$ cat src/rtl/bcd_sec_timer.sv
// ============================================================================
// bcd_sec_timer : two-digit BCD up/down seconds timer with run/pause button
// Revision 1.0
// ============================================================================
`default_nettype none

module bcd_sec_timer #(
  parameter int MAX_TENS = 5,
  parameter int MAX_ONES = 9
) (
  input  logic       clock,
  input  logic       reset,
  input  logic       tick,
  input  logic       start_stop,
  input  logic       clear,
  input  logic       down,
  output logic [3:0] Q_L,
  output logic [3:0] Q_R,
  output logic       running,
  output logic       wrap
);

  localparam logic [3:0] TENS_TOP = 4'(MAX_TENS);
  localparam logic [3:0] ONES_TOP = 4'(MAX_ONES);

  typedef enum logic {STOP = 1'b0, RUN = 1'b1} state_t;

  state_t     state;
  logic       sync_meta;
  logic       sync_lvl;
  logic       sync_dly;
  logic [1:0] rel_pipe;
  logic       armed;
  logic       toggle;

  // A button held through reset release must not look like a rise, so edges
  // are only honoured once a genuine low level has been synchronized.
  always_ff @(posedge clock or negedge reset) begin
    if (!reset) begin
      sync_meta <= 1'b0;
      sync_lvl  <= 1'b0;
      sync_dly  <= 1'b0;
      rel_pipe  <= 2'b00;
      armed     <= 1'b0;
    end else begin
      sync_meta <= start_stop;
      sync_lvl  <= sync_meta;
      sync_dly  <= sync_lvl;
      rel_pipe  <= {rel_pipe[0], 1'b1};
      armed     <= armed | (rel_pipe[1] & ~sync_lvl);
    end
  end

  assign toggle = sync_lvl & ~sync_dly & armed;

  always_ff @(posedge clock or negedge reset) begin
    if (!reset) begin
      state   <= STOP;
      running <= 1'b0;
    end else begin
      case (state)
        STOP: if (toggle) begin
          state   <= RUN;
          running <= 1'b1;
        end
        RUN: if (toggle) begin
          state   <= STOP;
          running <= 1'b0;
        end
        default: begin
          state   <= STOP;
          running <= 1'b0;
        end
      endcase
    end
  end

  // Counting looks at the current state, so a tick coinciding with a toggle
  // is judged against the state before the toggle takes effect.
  always_ff @(posedge clock or negedge reset) begin
    if (!reset) begin
      Q_L  <= 4'd0;
      Q_R  <= 4'd0;
      wrap <= 1'b0;
    end else if (clear) begin
      Q_L  <= 4'd0;
      Q_R  <= 4'd0;
      wrap <= 1'b0;
    end else if (state == RUN && tick) begin
      wrap <= 1'b0;
      if (!down) begin
        if (Q_R >= ONES_TOP) begin
          Q_R <= 4'd0;
          if (Q_L >= TENS_TOP) begin
            Q_L  <= 4'd0;
            wrap <= 1'b1;
          end else begin
            Q_L <= Q_L + 4'd1;
          end
        end else begin
          Q_R <= Q_R + 4'd1;
        end
      end else begin
        if (Q_R == 4'd0) begin
          Q_R <= ONES_TOP;
          if (Q_L == 4'd0) begin
            Q_L  <= TENS_TOP;
            wrap <= 1'b1;
          end else begin
            Q_L <= Q_L - 4'd1;
          end
        end else begin
          Q_R <= Q_R - 4'd1;
        end
      end
    end else begin
      wrap <= 1'b0;
    end
  end

endmodule

`default_nettype wire

$ cat config.mk
export PLATFORM = sky130hd
export DESIGN_NAME = bcd_sec_timer
export DESIGN_NICKNAME = d
export VERILOG_FILES = /design/src/rtl/bcd_sec_timer.sv
export SDC_FILE = /design/constraint.sdc
export NUM_CORES = 1
export LEC_CHECK = 0
export BUFFER_PORTS_ARGS = -buffer_cell sky130_fd_sc_hd__clkbuf_2
export CAP_MARGIN = 30
export CORE_ASPECT_RATIO = 1.4
export CORE_MARGIN = 2
export CORE_UTILIZATION = 45
export DETAILED_ROUTE_END_ITERATION = 6
export GPL_ROUTABILITY_DRIVEN = 0
export GPL_TIMING_DRIVEN = 1
export PLACE_DENSITY = 0.66
export SYNTH_ARGS = -nofsm -noshare
export SYNTH_HDL_FRONTEND = slang
export SYNTH_SLANG_ARGS = --single-unit
$ cat constraint.sdc
create_clock -name clock -period 3.5 [get_ports clock]
set_clock_uncertainty 0.1 [all_clocks]
set_input_delay 0.7 -clock clock [delete_from_list [all_inputs] [get_ports clock]]
set_output_delay 0.7 -clock clock [all_outputs]
set_load 0.01 [all_outputs]
==> Word level (Yosys, flattened, before mapping) <==
Index checks and enable logic that the tools add are counted.
{ "totals": {"ff_bits": 17, "inputBits": 6, "output_inout_bits": 10, "wordCells": 58} }
{ "classes": {"add_sub_neg": 4, "n_lt_le_gt_ge": 2, "eq_ne": 3, "muxes": 25, "bitwise": 7, "n_reduce_logical": 7} }
{ "op_table": {"columns": ["op", "n"], "rows": [
  ["2-to-1 mux 4 bit", 12],
  ["2-to-1 mux 1 bit", 11],
  ["adder 4 x 1 -> 4 bit, second input constant", 2],
  ["logical NOT 4 bit", 2],
  ["subtractor 4 x 1 -> 4 bit, second input constant", 2],
  [">= comparator 4 x 3 -> 1 bit, second input constant", 1],
  [">= comparator 4 bit, second input constant", 1],
  ["case mux 1 bit (2 select lines)", 2],
  ["bitwise AND 1 bit", 3],
  ["!= test 3 x 2 -> 1 bit, second input constant", 1],
  ["NOT 1 bit", 3],
  ["AND reduction 3 bit", 1],
  ["nonzero test 3 bit", 1],
  ["!= test 2 x 1 -> 1 bit, second input constant", 1],
  ["!= test 2 bit, second input constant", 1],
  ["AND reduction 2 bit", 1],
  ["nonzero test 2 bit", 1],
  ["logical AND 1 bit", 1],
  ["OR 1 bit", 1]
]} }

==> Longest topological paths before layout <==
{ "logic_depth": {"word_depth": 6, "depth_mapped": 6} }

==> Least setup slack after synthesis <==
No wires, ideal clock.
{ "synth_timing": {"path_type": "register to register", "startpoint": "register Q_R[0]", "endpoint": "register Q_L[2]", "arrival_ns": 1.676, "t_required_ns": 3.305, "slack_ns": 1.629, "path_stages_with_launch": 7, "n_path_buf": 0, "synth_period_minus_slack_ns": 1.871, "cell_sequence": "dfrtp_1 -> inv_1 -> ha_1 -> or3b_4 -> a22o_1 -> a21boi_1 -> o32ai_2"} }
{ "synth_between": {"elab_chain_len": 3, "word_cells_on_any_way": 5, "classes_between": "order compare (1); eq/ne (1); reduce/logical (3)"} }
{ "synth_lines": {"columns": ["element", "line_no", "rtl"], "rows": [
  ["from (decl)", "18", "output logic [3:0] Q_R,"],
  ["from (signal assigned)", "101", "Q_R <= Q_R + 4'd1;"],
  ["from (signal assigned)", "113", "Q_R <= Q_R - 4'd1;"],
  [">= comparator 4 bit / logical NOT 4 bit (equally long branches)", "92, 104", null],
  ["nonzero test 3 bit (no line) / != test 3 x 2 -> 1 bit (equally long branches)", null, null],
  ["AND reduction 3 bit (no line) (*)", null, null],
  ["to (signal assigned)", "98", "Q_L <= Q_L + 4'd1;"],
  ["to (signal assigned)", "110", "Q_L <= Q_L - 4'd1;"],
  ["to (decl)", "17", "output logic [3:0] Q_L,"]
]} }
Mark *: on every way between the ends. The rest lies on a longest branch, timed or not.
A chain may end at the register's enable or synchronous reset.

==> Final worst setup path <==
{ "layout_timing": {"startpoint": "register Q_R[1]", "endpoint": "register Q_L[2]"} }
Same word-level chain as after synthesis.

==> flow_summary_export.csv <==
group,metric,value,unit
outcome,status,"finished, final reports clean",
floorplanning,start_util,0.462,
global_routing,grt-ovfl-total,0,
clock_network,clockRootBuffer,"clkbuf_4",
flow_run,maxCapViolCount,0,
clock_network,cts_tree,"built",
power_and_ir_drop,power_frac_seq,0.404,
worst_setup_path,path_class,"flop to flop",
logic_synthesis,netlist_area,1080,um^2
clock_network,cts_setup_buffers,0,
logic_synthesis,yosysSeqAreaShare,0.394,
placement,placed_cells,145,
placement,hpwl,1690,um
worst_setup_path,critical_path.endpoint,"Q_L[2]",
route,totalWireLength,2250,um
route,drt_iter0_markers,26,
worst_setup_path,rrSetupSlack,1470,ps
clock_network,clock_sinks,17,
worst_setup_path,setup.worst_path.end_class,"flop",
worst_setup_path,required,3600,ps
final_layout,layout-drive-gt1-share,0.214,
timing,rsz0062_at_grt,"false",
power_and_ir_drop,power,0.748,mW
global_routing,grt_use_total,0.183,
timing,setup_viol,0,
worst_setup_path,start_kind,"flop",
floorplanning,top_level_ports,16,
final_layout,final_core_util,0.511,
placement,pre_cts_ws,1490,ps
clock_network,cts_max_path_buffers,2,
logic_synthesis,synth_top_cell_by_area,"dfrtp_1",
hold_path,hold_class,"primary input to async pin",
power_and_ir_drop,combPwrFrac,0.454,
worst_setup_path,max_stage_delay,460,ps
route,vias_per_cell,6.06,
final_layout,fin_cells,149,
floorplanning,die_y,62.0,um
timing,final.setup.tns,0,ps
worst_setup_path,regToRegEndpoint,"Q_L[2]",
final_layout,nFillCells,229,
logic_synthesis,synth-edff-count,0,
timing,hold_viol,0,
power_and_ir_drop,vdd_drop_max,0.334,mV
timing,slew_viol_final,0,
timing,fin_ws,1470,ps
logic_synthesis,synth_cells,111,
timing,max_freq,492,MHz
worst_setup_path,worstPathCellList,"inv_1, ha_1, or3b_4, a22o_1, a21boi_1, o32ai_2",
route,route.detailed.drc,0,
clock_network,cts_hold_buf,0,
power_and_ir_drop,power_switching,0.318,mW
timing,period_share,0.581,
logic_synthesis,ys_seq_elements,17,
worst_setup_path,path_max_fanout,6,
logic_synthesis,synth_common_cells,"dfrtp_1 (17), nor2_1 (12), ha_1 (10)",
logic_synthesis,syn_nets,127,
global_routing,grt_start_max_net_pins,18,
global_routing,antenna_found_initial,0,
floorplanning,dieArea,2820,um^2
route,ant_nets,0,
placement,numPortBuffers,15,
global_routing,grt_pass1_vias,899,
logic_synthesis,synth.most_common_cell,"dfrtp_1",
worst_setup_path,cp_slowest_cell,"dfrtp_1",
power_and_ir_drop,switching_share,0.426,
clock_network,worstSkewPairLatency,290,ps
logic_synthesis,synth.yosys.warnings,0,
floorplanning,num_rows,21,
power_and_ir_drop,p_int,0.429,mW
route,dr_total_vias,903,
timing,layout_min_cycle_time,2030,ps
logic_synthesis,synth.area.top_cells,"dfrtp_1 (39%), ha_1 (12%), nor2_1 (4.2%)",
logic_synthesis,postSynthAreaPerCell,9.74,um^2
global_routing,grt_pass1_wl,3840,um
final_layout,fin_area,1190,um^2
route,wl_per_cell,15.1,um
power_and_ir_drop,leakagePower,0.546,nW
route,drt_pass1_iterations,4,
clock_network,cts-buffers-inserted,3,
power_and_ir_drop,power_density,626,nW/um^2
placement,placed_area,1170,um^2
logic_synthesis,synth_cell_types,40,
logic_synthesis,synth_ff_type,"dfrtp_1",
clock_network,clk_pin_slew,110,ps
worst_setup_path,r2r-start,"Q_R[1]",
logic_synthesis,synthDominantCellAreaShare,0.394,
final_layout,nets,143,
logic_synthesis,ys_async_sr_fraction,1.00,
clock_network,cts-resized-gates,0,
floorplanning,die_x,45.4,um
floorplanning,coreArea,2340,um^2
power_and_ir_drop,pwr-share-clk,0.142,
worst_setup_path,crit_path_start,"Q_R[1]",
final_layout,area_growth,10.5,%
clock_network,htree_levels,1,
timing,whs,226,ps
final_layout,antenna_cells,0,
worst_setup_path,cp.arrival,2130,ps
worst_setup_path,rr_worst_depth,6,
## cells in the final DEF, fill, tap and decap left out, types with 3 or more instances in the layout
cell      synthesis  layout
dfrtp_1          17      17
clkbuf_2          0      15
nor2_1           12      12
ha_1             10      10
inv_1             8       8
a21oi_1           6       6
nand2_1           5       5
nor3_1            4       4
nand2b_1          3       3
a211o_1           3       3
nand3_1           3       3
a311oi_1          3       3
a22o_1            3       3
clkbuf_4          0       3
## critical path: cells and delay by family (launching register included)
| family | cells | cell delay (ps) |
|---|---|---|
| AND/OR/NAND/NOR | 1 | 430 |
| adder cells (fa/ha/maj) | 1 | 220 |
| AO/OA/AOI/OAI | 3 | 600 |
| flip-flops | 1 | 460 |
| buffers and inverters | 1 | 140 |
## metal layers
layer | GRT usage | vias to the layer above | part of all wire
met5 | 0 | - | 0
met4 | 0.0756 | 0 | 0.018
met3 | 0.0260 | 8 | 0.029
met2 | 0.332 | 23 | 0.50
met1 | 0.210 | 436 | 0.45
li1 | - | 436 | -
## area by class of cell
class | count | area [um^2] | share of cell area
Timing Repair Buffer | 15 | 75.1 | 0.0628
Multi-Input combinational cell | 82 | 608 | 0.509
Clock buffer | 3 | 22.5 | 0.0188
Clock inverter | 1 | 5.00 | 0.00419
Inverter | 8 | 30.0 | 0.0251
Sequential cell | 17 | 425 | 0.356
Tap cell | 23 | 28.8 | 0.0241
## worst min path at each step
stage	slack, ps	cells after the start	end
4_1_cts	240	1	wrap
6_report	230	1	Q_L[2]
3_3_place_gp	230	0	rel_pipe[1]
5_1_grt	250	1	Q_L[2]
2_1_floorplan	230	0	rel_pipe[1]
3_5_place_dp	240	0	sync_lvl
## power by group through the flow
stage / Combinational, mW / Sequential [mW] / Clock, mW
5_1_grt: 0.387 / 0.313 / 0.117
3_5_place_dp: 0.338 / 0.307 / 0
2_1_floorplan: 0.248 / 0.298 / 0
6_report: 0.340 / 0.302 / 0.106
3_3_place_gp: 0.328 / 0.305 / 0
4_1_cts: 0.340 / 0.303 / 0.110
## cells by family after synthesis
group           after synthesis  share of synthesized area
flops                        17                      0.394
other cells                   1                    0.00347
buf+inv                      12                     0.0440
simple gates                 41                      0.219
fa+ha+maj                    10                      0.116
compound gates               30                      0.225
## sequential cells by signal, indices dropped and copies added, names as in the netlist
| name | count |
|---|---|
| sync_lvl | 1 |
| Q_L | 4 |
| running | 1 |
| Q_R | 4 |
| rel_pipe | 2 |
| sync_meta | 1 |
| state | 1 |
| armed | 1 |
| sync_dly | 1 |
| wrap | 1 |
Power figures use the tool's default switching activity.
